## config.mk

```make
export PLATFORM = sky130hd
export DESIGN_NAME = mem_access_ctrl
export DESIGN_NICKNAME = d
export VERILOG_FILES = /design/src/rtl/mem_access_ctrl.sv
export SDC_FILE = /design/constraint.sdc
export NUM_CORES = 1
export LEC_CHECK = 0
export BUFFER_PORTS_ARGS = -buffer_cell sky130_fd_sc_hd__buf_2
export CORE_MARGIN = 1.5
export CORE_UTILIZATION = 50
export DETAILED_ROUTE_END_ITERATION = 8
export PLACE_DENSITY_LB_ADDON = 0.3
export SETUP_SLACK_MARGIN = 0.4
export SLEW_MARGIN = 20
export SYNTH_ARGS = -nofsm -noshare
export SYNTH_HDL_FRONTEND = slang
export SYNTH_SLANG_ARGS = --single-unit
```

## constraint.sdc

```tcl
create_clock -name clk -period 5.1 [get_ports clk]
set_clock_uncertainty 0.1 [all_clocks]
set_input_delay 0.765 -clock clk [delete_from_list [all_inputs] [get_ports clk]]
set_output_delay 0.765 -clock clk [all_outputs]
set_load 0.02 [all_outputs]
```

## src/rtl/mem_access_ctrl.sv

```systemverilog
// mem_access_ctrl: MEM-stage data-memory access controller.
// Turns the EX/MEM register's load/store controls into a single outstanding
// memory request, stalls the pipeline while the request is in flight, and
// fills the MEM/WB register. Misaligned accesses and requests that are never
// acknowledged set a sticky error flag instead of hanging the pipeline.
module mem_access_ctrl #(
    parameter int TO_CYC = 16
) (
    input  logic        clk,
    input  logic        rst,

    // EX/MEM register
    input  logic        WB_EN,
    input  logic        MEM_R_EN,
    input  logic        MEM_W_EN,
    input  logic [31:0] ALURes,
    input  logic [31:0] STVal,
    input  logic [4:0]  deest,

    // Data-memory port
    output logic        mem_req,
    output logic        mem_we,
    output logic [31:0] mem_addr,
    output logic [31:0] mem_wdata,
    input  logic        mem_ack,
    input  logic [31:0] mem_rdata,

    // Pipeline control
    output logic        stall,

    // MEM/WB register
    output logic        WB_EN_OUT,
    output logic        MEM_R_EN_OUT,
    output logic [31:0] ALURes_OUT,
    output logic [31:0] MemData_OUT,
    output logic [4:0]  dest_OUT,

    output logic        mem_err
);

    typedef enum logic [1:0] {
        IDLE = 2'd0,
        BUSY = 2'd1,
        DONE = 2'd2
    } state_t;

    // Counter only has to reach TO_CYC-1; one spare value keeps TO_CYC=1 legal.
    localparam int CW = $clog2(TO_CYC + 1);
    localparam logic [CW-1:0] CNT_LAST = CW'(TO_CYC - 1);

    state_t        state_q, state_d;
    logic [CW-1:0] cnt_q, cnt_d;
    logic          suppress_q, suppress_d;
    logic [31:0]   rbuf_q, rbuf_d;

    logic          req_q, req_d;
    logic          we_q, we_d;
    logic [31:0]   addr_q, addr_d;
    logic [31:0]   wdata_q, wdata_d;

    logic          wb_en_q, wb_en_d;
    logic          mem_r_en_q, mem_r_en_d;
    logic [31:0]   alu_q, alu_d;
    logic [31:0]   mdata_q, mdata_d;
    logic [4:0]    dest_q, dest_d;

    logic          err_q, err_d;
    logic          stall_c;

    logic          access_pending;
    logic          aligned;

    assign access_pending = MEM_R_EN | MEM_W_EN;
    assign aligned        = (ALURes[1:0] == 2'b00);

    // Next-state, request and MEM/WB loading decisions for the access FSM.
    always_comb begin
        // NOTE: every variable gets a default first so no path leaves it
        // unassigned; that is what keeps this block free of inferred latches.
        state_d    = state_q;
        cnt_d      = cnt_q;
        suppress_d = suppress_q;
        rbuf_d     = rbuf_q;
        req_d      = req_q;
        we_d       = we_q;
        addr_d     = addr_q;
        wdata_d    = wdata_q;
        wb_en_d    = wb_en_q;
        mem_r_en_d = mem_r_en_q;
        alu_d      = alu_q;
        mdata_d    = mdata_q;
        dest_d     = dest_q;
        err_d      = err_q;
        stall_c    = 1'b0;

        unique case (state_q)
            IDLE: begin
                if (!access_pending) begin
                    // Plain ALU result passes straight into MEM/WB.
                    wb_en_d    = WB_EN;
                    mem_r_en_d = MEM_R_EN;
                    alu_d      = ALURes;
                    mdata_d    = '0;
                    dest_d     = deest;
                end else if (aligned) begin
                    // Launch the request; writes win when both enables are set.
                    stall_c    = 1'b1;
                    state_d    = BUSY;
                    cnt_d      = '0;
                    req_d      = 1'b1;
                    we_d       = MEM_W_EN;
                    addr_d     = ALURes;
                    wdata_d    = STVal;
                    wb_en_d    = 1'b0;
                    mem_r_en_d = 1'b0;
                    alu_d      = '0;
                    mdata_d    = '0;
                    dest_d     = '0;
                end else begin
                    // Misaligned: drop the instruction, flag it, insert a bubble.
                    err_d      = 1'b1;
                    wb_en_d    = 1'b0;
                    mem_r_en_d = 1'b0;
                    alu_d      = '0;
                    mdata_d    = '0;
                    dest_d     = '0;
                end
            end

            BUSY: begin
                stall_c    = 1'b1;
                wb_en_d    = 1'b0;
                mem_r_en_d = 1'b0;
                alu_d      = '0;
                mdata_d    = '0;
                dest_d     = '0;
                if (mem_ack) begin
                    // Completion takes precedence over a timeout in the same cycle.
                    state_d = DONE;
                    cnt_d   = '0;
                    req_d   = 1'b0;
                    we_d    = 1'b0;
                    addr_d  = '0;
                    wdata_d = '0;
                    rbuf_d  = we_q ? 32'h0 : mem_rdata;
                end else if (cnt_q == CNT_LAST) begin
                    // Give up: retire the instruction without a register write.
                    state_d    = DONE;
                    cnt_d      = '0;
                    req_d      = 1'b0;
                    we_d       = 1'b0;
                    addr_d     = '0;
                    wdata_d    = '0;
                    rbuf_d     = '0;
                    err_d      = 1'b1;
                    suppress_d = 1'b1;
                end else begin
                    cnt_d = cnt_q + CW'(1);
                end
            end

            DONE: begin
                // EX/MEM still holds the access; retire it with the buffered data.
                wb_en_d    = WB_EN & ~suppress_q;
                mem_r_en_d = MEM_R_EN;
                alu_d      = ALURes;
                mdata_d    = rbuf_q;
                dest_d     = deest;
                suppress_d = 1'b0;
                state_d    = IDLE;
            end

            default: begin
                state_d = IDLE;
            end
        endcase
    end

    // Stall is forced low during reset so upstream stages are not frozen.
    assign stall = stall_c & ~rst;

    // State, request and MEM/WB registers with synchronous reset.
    always_ff @(posedge clk) begin
        // NOTE: sequential state uses non-blocking assignments so every register
        // samples the pre-edge value of the others, independent of block order.
        if (rst) begin
            state_q    <= IDLE;
            cnt_q      <= '0;
            suppress_q <= 1'b0;
            rbuf_q     <= '0;
            req_q      <= 1'b0;
            we_q       <= 1'b0;
            addr_q     <= '0;
            wdata_q    <= '0;
            wb_en_q    <= 1'b0;
            mem_r_en_q <= 1'b0;
            alu_q      <= '0;
            mdata_q    <= '0;
            dest_q     <= '0;
            err_q      <= 1'b0;
        end else begin
            state_q    <= state_d;
            cnt_q      <= cnt_d;
            suppress_q <= suppress_d;
            rbuf_q     <= rbuf_d;
            req_q      <= req_d;
            we_q       <= we_d;
            addr_q     <= addr_d;
            wdata_q    <= wdata_d;
            wb_en_q    <= wb_en_d;
            mem_r_en_q <= mem_r_en_d;
            alu_q      <= alu_d;
            mdata_q    <= mdata_d;
            dest_q     <= dest_d;
            err_q      <= err_d;
        end
    end

    assign mem_req      = req_q;
    assign mem_we       = we_q;
    assign mem_addr     = addr_q;
    assign mem_wdata    = wdata_q;
    assign WB_EN_OUT    = wb_en_q;
    assign MEM_R_EN_OUT = mem_r_en_q;
    assign ALURes_OUT   = alu_q;
    assign MemData_OUT  = mdata_q;
    assign dest_OUT     = dest_q;
    assign mem_err      = err_q;

endmodule

```

# After elaboration in Yosys (flattened, before gate mapping)

Index checks and enable logic that the tools add are counted.

Bits in registers: 178
Output and inout bits: 139

Add/subtract/negate cells: 1
Equal/unequal tests: 9
Mux-type cells: 46
Bitwise operators: 5
Reduce and logical (&&, ||, !) cells: 14

Operators with widths:

| cell                                                 | count |
|---|---|
| two-way mux 32 bit                                   | 9 |
| one-hot mux 32 bit (2 select lines)                  | 3 |
| one-hot mux 32 bit (3 select lines)                  | 1 |
| two-way mux 5 bit                                    | 5 |
| one-hot mux 5 bit (3 select lines)                   | 1 |
| two-way mux 1 bit                                    | 14 |
| != test 2 bit (second input constant)                | 5 |
| one-hot mux 1 bit (2 select lines)                   | 5 |
| one-hot mux 5 bit (2 select lines)                   | 1 |
| AND reduction 3 bit                                  | 3 |
| two-way mux 2 bit                                    | 4 |
| nonzero test 2 bit                                   | 4 |
| one-hot mux 1 bit (3 select lines)                   | 2 |
| adder 5 x 1 -> 5 bit (second input constant)         | 1 |
| equality test 5 x 4 -> 1 bit (second input constant) | 1 |
| AND reduction 5 bit                                  | 1 |
| zero test 2 bit                                      | 2 |
| one-hot mux 2 bit (2 select lines)                   | 1 |
| AND reduction 4 bit                                  | 1 |
| != test 3 bit (second input constant)                | 1 |
| nonzero test 3 bit                                   | 1 |
| AND 1 bit                                            | 2 |
| equality test 2 x 1 -> 1 bit (second input constant) | 1 |
| equality test 2 bit (second input constant)          | 1 |
| 4 further kinds                                      | 5 |

# Logic depth before layout (Yosys ltp)

Gate-level depths: netlist (run 1).

Word-level depth: 5
Depth in mapped cells: 9

# Worst setup path after synthesis (run 1)

OpenSTA, ideal clock, no wires.

Path kind: input -> output
From: in rst
To: out stall
Data arrival time: 1.487 ns
Required time: 4.235 ns
Slack: 2.748 ns
Stages: 3
Path buffers: 2
Cells stage by stage: buf_2 clkbuf_1 a21oi_1

Cells in the longest elaborated chain, start to end: 2

RTL lines:

| element            | RTL line | RTL |
|---|---|---|
| start: declaration | 10       | `input logic rst,` |
| NOT 1 bit          | 180      | `assign stall = stall_c & ~rst;` |
| AND 1 bit          | 180      |  |
| end: declaration   | 29       | `output logic stall,` |

No other way between the ends.

# Final worst setup path (run 1)

From: reg state_q[0]
To: reg addr_q[22], in the netlist mem_addr[22]

Cells in the longest elaborated chain, start to end: 3
Elaborated cells between the ends (all ways): 8

RTL lines:

| element                                                         | RTL line | RTL |
|---|---|---|
| start: declaration                                              | 51       | `state_t state_q, state_d;` |
| start signal: assignment                                        | 202      | `state_q <= state_d;` |
| equality test 2 x 1 -> 1 bit or zero test 2 bit (tied branches) | 96       | `unique case (state_q)` |
| != test 3 bit (no source line), or another cell as far along    | n/a      |  |
| AND reduction 4 bit (no source line)                            | n/a      |  |
| end signal: assignment                                          | 208      | `addr_q <= addr_d;` |
| end: declaration                                                | 58       | `logic [31:0] addr_q, addr_d;` |

Parallel ways exist; a longest one is shown, timed or not.
A chain may end at the register's enable or synchronous reset.

==> flow_metrics.py, run 1 <==
metrics = {
    "clocking": {
        "cts-resized-gates": 0,
        "cts_tree": "built",
        "cts_made_buffers": 17,
        "clk_pin_slew_ns": 0.06,
        "cts_sinks": 178,
        "cts-htree-levels": 4,
        "clk_latency_ns": 0.42,
        "cts_hold_buf": 0,
        "cts_setup_buffers": 0,
        "clockBufferDepth": 2,
        "cts-root-buf": "clkbuf_16",
    },
    "synth": {
        "synth_edf_count": 0,
        "synth-compound-area-share_pct": 24.03,
        "synthMuxAreaShare_pct": 0.1578,
        "synth_top_area_share_pct": 56.18,
        "synth_area_leaders": "dfxtp_1 (56%), a22o_1 (8.7%), nor2_1 (7.8%)",
        "seq_area_frac_synth_pct": 56.18,
        "synth_fa_ha_area_share_pct": 0.9864,
        "synth.largest_area_cell": "dfxtp_1",
        "synth_common_cells": "dfxtp_1 (178), nor2_1 (131), a22o_1 (63)",
        "ys_ff_latch": 178,
        "synth_cell_type_count": 45,
        "ys_warn_count": 0,
        "netlist_area_mm2": 0.006342,
        "synth.most_common_cell": "dfxtp_1",
        "ys.flop_type": "dfxtp_1",
        "synthSimpleGateAreaFrac_pct": 13.85,
        "synth_top_family_by_area": "compound AO/OA/AOI/OAI gates",
        "syn_inst": 635,
        "synth_nets": 747,
        "avgSynthCellArea_um2": 9.988,
        "async_flop_share_pct": 0,
        "synth_xor_xnor_area_share_pct": 0,
    },
    "worst_setup_path": {
        "worst-path-max-fanout": 36,
        "critPathSlowestCell": "a21oi_4",
        "end_kind": "flip-flop",
        "crit_chain": "ha_1, nand2b_1, nand2b_1, a21oi_4, buf_4, a22o_1",
        "cp_common_cell": "nand2b_1",
        "crit_family": "compound AO/OA/AOI/OAI gates",
        "cp-start-kind": "flip-flop",
        "critical-path-max-stage-delay_ns": 0.73,
        "arrival_ns": 3.19,
        "crit_buf_inv": 1,
        "rrSetupSlack_ns": 2.18,
        "path_class": "flip-flop to flip-flop",
        "required_ns": 5.36,
    },
    "final_layout": {
        "drive_above_1_share_pct": 37.57,
        "fill_cells": 1006,
        "antenna_cells": 0,
        "post-route-cell-area_mm2": 0.008184,
        "syn2layout_area_growth_pct": 29.04,
        "nets": 966,
    },
    "timing": {
        "worst_slack_ns": 2.177,
        "period_needed_ns": 2.923,
        "timing.fmax_mhz": 342.1,
        "holdWs_ns": 0.3674,
        "maxSlewViolCount": 0,
        "fin_crit_sh_pct": 57.31,
        "relSlewSlack_pct": 40.65,
        "final-hold-violation-count": 0,
        "setup-tns-final_ns": 0,
        "setup_viol": 0,
        "grt_setup_unrepaired": "false",
        "worstMarginPinSlew_ns": 0.8883,
    },
    "placed_design": {
        "pre_cts_slack_ns": 2.152,
        "port_buffers": 245,
        "gp_congestion": 0.8366,
        "dpl.hpwl_mm": 11.48,
        "place_area_mm2": 0.007586,
    },
    "drt": {
        "drt_first_pass_iters": 5,
        "avgViaCountPerCell": 5.458,
        "via_count": 5638,
        "wl_per_cell_um": 16.44,
        "drt_iter0_drc": 457,
        "drc": 0,
        "wl_mm": 16.99,
        "postRouteAntennaNets": 0,
    },
    "die": {
        "die_y_um": 115.6,
        "rows": 40,
        "start_util_pct": 51.94,
        "die_area_mm2": 0.01337,
        "core_mm2": 0.01221,
        "die_w_um": 115.6,
        "pin_count": 246,
    },
    "grt": {
        "grt_first_pass_wirelength_mm": 25.80,
        "antenna_found_initial": 0,
        "grtUsageTotal_pct": 24.67,
        "grt_pass1_vias": 5163,
        "grt_overflow": 0,
        "grt_max_degree": 106,
    },
    "job": {
        "cap_viol_max_count": 0,
    },
    "status": {
        "status": "finished, final reports clean",
    },
    "power_and_ir_drop": {
        "total_power_mw": 3.028,
        "power_leakage_nw": 3.759,
        "vdd_drop_max_mv": 0.2456,
        "p_per_area_mw_per_mm2": 369.9,
    },
    "hold_path": {
        "hold_class": "flip-flop to flip-flop",
    },
}
worst register-to-register path: stages (launching register included):
cell      delay, ns
dfxtp_1        0.43
ha_1           0.43
nand2b_1       0.18
nand2b_1       0.26
a21oi_4        0.74
buf_4          0.50
a22o_1         0.22
metrics by stage:
stage          instances  util, %
2_1_floorplan        635        -
3_3_place_gp        1003    62.12
3_5_place_dp        1003    62.12
4_1_cts             1033    66.99
5_1_grt             1033    67.02
6_report            1033    67.02
registers in the layout, indices dropped and copies added (netlist names):
name / cells
suppress_q: 1
mem_err: 1
MemData_OUT: 32
WB_EN_OUT: 1
mem_wdata: 32
state_q: 2
MEM_R_EN_OUT: 1
cnt_q: 5
mem_req: 1
mem_we: 1
dest_OUT: 5
ALURes_OUT: 32
rbuf_q: 32
mem_addr: 32
placed cells by master, fill, tap and decap left out, drive strengths merged, types with 2 or more instances in the layout:
master / n
dfxtp: 178
or3: 3
nor2: 142
and2: 2
ha: 5
a22o: 63
bufinv: 2
nor3b: 3
nand2b: 4
clkbuf: 22
a21oi: 44
o21ai: 5
buf: 253
nand2: 36
inv: 5
clkinv: 4
o31ai: 3
a22oi: 69
or2: 3
nand3: 3
a31oi: 2
worst paths after layout:
check / startpoint / to / cells after the start
worst max-delay path: state_q[0] / mem_addr[22] / 6
worst min-delay path: mem_wdata[29] / mem_wdata[29] / 1
worst max register to register: state_q[0] / mem_addr[22] / 6
worst min register to register: mem_wdata[29] / mem_wdata[29] / 1
power by group:
group	internal [mW]	switching [mW]	leakage, nW	total (mW)
Clock	0.781	0.517	0.294	1.30
Combinational	0.104	0.166	2.02	0.270
Sequential	1.43	0.0252	1.44	1.46
final cells by class:
type,instances,area (um^2),area share [%]
multi-input cells,400,2509,30.65
clock inverters,8,100.1,1.223
well taps,168,210.2,2.568
inverters,4,15.01,0.1835
flip-flops and latches,178,3563,43.54
clock buffers,22,494.2,6.039
repair buffers,253,1292,15.79
cell families after synthesis:
| kind of cell | count (synthesis) |
|---|---|
| muxes | 1 |
| adders and majority gates | 5 |
| AOI/OAI and AO/OA | 192 |
| DFF | 178 |
| buffers and inverters | 57 |
| and+or+nand+nor | 202 |
routing by layer:
layer / vias up / part of all wire, % / wire length, um / global-route usage (%)
li1: 2677 / - / - / -
met1: 2664 / 41 / 6977 / 31.31
met2: 262 / 47 / 8003 / 37.99
met3: 35 / 9.5 / 1618 / 9.519
met4: 0 / 2.3 / 388 / 9.919
met5: - / 0 / 0 / 0
Power figures use the tool's default switching activity.
==> inputs of run 2 (changes only) <==
--- a/config.mk
+++ b/config.mk
@@ -7,7 +7,7 @@
 export LEC_CHECK = 0
 export BUFFER_PORTS_ARGS = -buffer_cell sky130_fd_sc_hd__buf_2
 export CORE_MARGIN = 1.5
-export CORE_UTILIZATION = 50
+export CORE_UTILIZATION = 44
 export DETAILED_ROUTE_END_ITERATION = 8
 export PLACE_DENSITY_LB_ADDON = 0.3
 export SETUP_SLACK_MARGIN = 0.4
==> constraint.sdc (replaced) <==
create_clock -name clk -period 2.6 [get_ports clk]
set_clock_uncertainty 0.1 [all_clocks]
set_input_delay 0.39 -clock clk [delete_from_list [all_inputs] [get_ports clk]]
set_output_delay 0.39 -clock clk [all_outputs]
set_load 0.02 [all_outputs]
==> run 2 against run 1 <==
Net effect: sequential share of layout area decreased by 0.68 points; critical endpoint is now stall; wire length is 5.1% lower; worst hold slack got worse by 0.28 ns; clock-buffer cell count shrank 1; clock power is 100% higher; critical path depth unchanged; final cell count is 1.7% higher.
==> flow_metrics.py, run 2 (synthesis gave the netlist of run 1 again) <==
metrics = {
    "placed_design": {
        "place_area_mm2": 0.007706,
        "dpl.hpwl_mm": 11.04,
        "port_buffers": 245,
        "dpl.cell_count": 1019,
        "gp_congestion": 0.8075,
        "pre_cts_slack_ns": 0.5550,
    },
    "grt": {
        "met1_usage_pct": 26.36,
        "grtUsageTotal_pct": 20.56,
        "grt_use_met2_pct": 32.78,
        "grt_max_degree": 81,
        "grt_pass1_vias": 4807,
        "top_usage_layer": "met2",
        "grt_overflow": 0,
        "antenna_found_initial": 0,
        "met3_usage_pct": 7.242,
        "grt_first_pass_wirelength_mm": 24.44,
    },
    "clocking": {
        "clockBufferDepth": 2,
        "cts-htree-levels": 4,
        "cts_made_buffers": 17,
        "clk_pin_slew_ns": 0.07,
        "cts_setup_buffers": 0,
        "cts-root-buf": "clkbuf_16",
        "cts_sinks": 178,
        "clk_latency_ns": 0.42,
        "cts_tree": "built",
    },
    "power_and_ir_drop": {
        "power_leakage_nw": 3.795,
        "vdd_drop_max_mv": 0.5444,
        "p_per_area_mw_per_mm2": 723.9,
        "total_power_mw": 6.023,
    },
    "timing": {
        "timing.fmax_mhz": 474.3,
        "setup-tns-final_ns": 0,
        "worstMarginPinSlew_ns": 0.3555,
        "period_needed_ns": 2.109,
        "final-hold-violation-count": 0,
        "worst_slack_ns": 0.4915,
        "fin_crit_sh_pct": 81.10,
        "grt_setup_unrepaired": "false",
        "holdWs_ns": 0.08239,
        "setup_viol": 0,
        "maxSlewViolCount": 0,
        "relSlewSlack_pct": 75.98,
    },
    "hold_path": {
        "hold_class": "input pin to flip-flop",
    },
    "die": {
        "start_util_pct": 45.34,
        "die_area_mm2": 0.01514,
        "die_y_um": 123.1,
        "core_mm2": 0.01399,
        "pin_count": 246,
        "rows": 43,
        "die_w_um": 123.1,
    },
    "drt": {
        "drt_iter0_drc": 276,
        "wl_per_cell_um": 15.34,
        "wl_mm": 16.12,
        "drt_first_pass_iters": 4,
        "postRouteAntennaNets": 0,
        "avgViaCountPerCell": 5.207,
        "via_count": 5473,
        "drc": 0,
    },
    "final_layout": {
        "mostFrequentLayoutCells": "buf_2 (244), dfxtp_1 (176), nor2_1 (131)",
        "post-route-util_pct": 59.48,
        "drive_above_1_share_pct": 38.12,
        "nets": 970,
        "syn2layout_area_growth_pct": 31.19,
        "post-route-cell-area_mm2": 0.008320,
        "antenna_cells": 0,
        "final_common_cell": "buf_2",
        "final_cells": 1051,
    },
    "job": {
        "cap_viol_max_count": 0,
    },
    "worst_setup_path": {
        "crit_family": "buffers and inverters",
        "critical-path-max-stage-delay_ns": 0.35,
        "crit_buf_inv": 4,
        "path_class": "flip-flop to primary output",
        "arrival_ns": 1.62,
        "critPathSlowestCell": "dfxtp_2",
        "worst-path-max-fanout": 7,
        "crit_chain": "inv_1, ha_1, buf_4, inv_2, a21oi_1, buf_2",
        "end_kind": "primary output",
        "cp-start-kind": "flip-flop",
        "required_ns": 2.11,
    },
    "status": {
        "status": "finished, final reports clean",
    },
}
run 2: final timing paths:
kind                     from  cells after the start  slack [ns]             to
setup / recovery   state_q[1]                      6        0.49          stall
hold / removal       STVal[7]                      2        0.08   mem_wdata[7]
setup reg to reg   state_q[1]                      8        0.65  mem_wdata[31]
hold reg to reg   mem_addr[0]                      1        0.36    mem_addr[0]
run 2: final cells by class:
cell class	instances	area, um^2
multi-input combinational	400	2511
timing repair buffer	257	1394
fill	1261	5668
clock buffer	21	460.4
tap	180	225.2
clock inverter	11	148.9
sequential	178	3566
inverter	4	15.01
run 2: metal layers:
metal	part of all wire (%)	up-vias
met5	0	-
met3	8.9	17
met1	44	2550
met4	1.1	0
li1	-	2701
met2	46	205
run 2: where the power goes:
part / internal (mW) / switching, mW / leakage [nW] / total, mW
logic: 0.218 / 0.324 / 2.06 / 0.542
registers: 2.81 / 0.0451 / 1.44 / 2.86
clock network: 1.57 / 1.05 / 0.290 / 2.62
run 2: repair_timing:
action	4_1_cts	5_1_grt
resized for setup	0	3
hold buffers	0	0
endpoints found under the setup margin	0	1
==> inputs of run 3 (changes only) <==
==> constraint.sdc (replaced) <==
create_clock -name clk -period 1.9 [get_ports clk]
set_clock_uncertainty 0.1 [all_clocks]
set_input_delay 0.285 -clock clk [delete_from_list [all_inputs] [get_ports clk]]
set_output_delay 0.285 -clock clk [all_outputs]
set_load 0.02 [all_outputs]
==> run 3 against run 2 <==
Net effect: worst hold slack worse by 0.075 ns; die area unchanged; critical path depth increased by 3; global-route usage grew 6.1 points; utilization is 19 points higher; non-clock buffer count up 157; wire length rose by 57%; final cell count up 15%; clock power grew 43%; largest power group unchanged.
==> flow_metrics.py, run 3 (synthesis gave the netlist of run 1 again) <==
metrics = {
    "drt": {
        "avgViaCountPerCell": 5.603,
        "drt_iter0_drc": 432,
        "drt_first_pass_iters": 5,
        "wl_mm": 25.39,
        "wl_per_cell_um": 21.00,
        "via_count": 6774,
        "drc": 0,
        "postRouteAntennaNets": 0,
    },
    "grt": {
        "grt_max_degree": 62,
        "met1_usage_pct": 31.97,
        "grt_overflow": 0,
        "grtUsageTotal_pct": 26.68,
        "grt_first_pass_wirelength_mm": 31.00,
        "grt_use_met2_pct": 45.73,
        "antenna_found_initial": 0,
        "top_usage_layer": "met2",
        "grt_pass1_vias": 5936,
        "met3_usage_pct": 6.780,
    },
    "job": {
        "cap_viol_max_count": 0,
    },
    "final_layout": {
        "final_common_cell": "buf_2",
        "syn2layout_area_growth_pct": 74.08,
        "fill_cells": 831,
        "drive_above_1_share_pct": 50.58,
        "mostFrequentLayoutCells": "buf_2 (243), dfxtp_1 (173), nor2_1 (108)",
        "post-route-util_pct": 78.93,
        "nets": 1127,
    },
    "worst_setup_path": {
        "arrival_ns": 2.13,
        "path_class": "flip-flop to flip-flop",
        "startpoint": "state_q[0]",
        "r2r-start": "state_q[0]",
        "rrSetupSlack_ns": 0.04,
        "worst-path-max-fanout": 23,
        "end_kind": "flip-flop",
        "required_ns": 2.18,
        "cp-start-kind": "flip-flop",
    },
    "timing": {
        "maxSlewViolCount": 0,
        "setup_viol": 0,
        "period_needed_ns": 1.857,
        "worstMarginPinSlew_ns": 0.4335,
        "fin_crit_sh_pct": 97.74,
        "timing.fmax_mhz": 538.5,
        "relSlewSlack_pct": 70.99,
        "grt_setup_unrepaired": "true",
        "final-hold-violation-count": 0,
    },
    "clocking": {
        "cts-htree-levels": 4,
        "cts_tree": "built",
        "cts_sinks": 178,
        "clk_pin_slew_ns": 0.08,
        "clockBufferDepth": 2,
        "cts-root-buf": "clkbuf_16",
        "clk_latency_ns": 0.43,
        "cts_made_buffers": 17,
    },
    "placed_design": {
        "port_buffers": 245,
        "gp_congestion": 0.8042,
        "dpl.hpwl_mm": 11.23,
    },
    "die": {
        "rows": 43,
        "die_w_um": 123.1,
        "pin_count": 246,
        "die_y_um": 123.1,
        "start_util_pct": 45.34,
        "core_mm2": 0.01399,
        "die_area_mm2": 0.01514,
    },
    "power_and_ir_drop": {
        "vdd_drop_max_mv": 0.6994,
        "p_per_area_mw_per_mm2": 807.3,
        "total_power_mw": 8.913,
        "power_leakage_nw": 4.781,
    },
    "hold_path": {
        "hp-start": "mem_rdata[0]",
        "hold_class": "input pin to flip-flop",
    },
    "status": {
        "status": "finished, final reports clean",
    },
}
==> run 3: cell types whose count changed in the layout (fill, tap and decap cells not counted), sizes merged <==
cell         delta
dlygate4sd3    +83
buf            +63
clkbuf          +7
diode           +1
inv             +5
clkinv          -1
==> run 3: final cells by class <==
cell class | instances | area [um^2] | area share [%]
Inverter | 4 | 25.02 | 0.2267
Antenna cell | 1 | 2.502 | 0.02267
Tap cell | 180 | 225.2 | 2.040
Clock buffer | 17 | 425.4 | 3.853
Sequential cell | 178 | 3575 | 32.38
Clock inverter | 15 | 192.7 | 1.745
Multi-Input combinational cell | 400 | 3151 | 28.54
Timing Repair Buffer | 414 | 3445 | 31.20
==> run 3: timing repair <==
action,in CTS,in global routing
pin swaps,17,121
endpoints found under the setup margin,146,179
hold endpoints to repair,94,0
resized for setup,45,161
setup buffers,23,16
hold buffers,83,0
gates cloned,11,16
==> run 3: worst max-delay path, stage by stage (launching register included) <==
cell and delay [ns]:
dfxtp_4 0.38, buf_6 0.10, ha_4 0.15, buf_6 0.15, nand2b_4 0.06, nand2b_4 0.15
a21oi_4 0.18, buf_12 0.17, buf_16 0.17, a22o_1 0.18
==> run 3: stage by stage <==
stage               hold slack, ns  instances  setup slack, ns  TNS [ns]  area, um^2
floorplan                   0.3135        635           0.2065         0        6437
global placement            0.3401       1027           0.1016         0        7814
detailed placement          0.3489       1027          0.06916         0        7814
CTS                      0.0001459       1176          0.08866         0        9873
global route               0.01039       1208         -0.01149  -0.01149       11040
finish                    0.007486       1209          0.04295         0       11040
==> run 3: metal layers <==
layer	share of wire, %	wire length, um
met4	4.0	1015
met2	51	12890
met1	38	9700
met3	7.1	1791
met5	0	0
==> run 3: final timing paths <==
path                            cells past startpoint       endpoint
worst min register to register                      1   mem_addr[28]
worst min-delay path                                3      rbuf_q[0]
worst max register to register                      9  mem_wdata[21]
worst max-delay path                                9  mem_wdata[21]
==> run 3: power breakdown <==
| group | switching [mW] | leakage [nW] | internal (mW) |
|---|---|---|---|
| Combinational | 0.621 | 3.04 | 0.633 |
| Sequential | 0.0784 | 1.45 | 3.84 |
| Clock | 1.62 | 0.296 | 2.11 |
| Total | 2.32 | 4.78 | 6.59 |
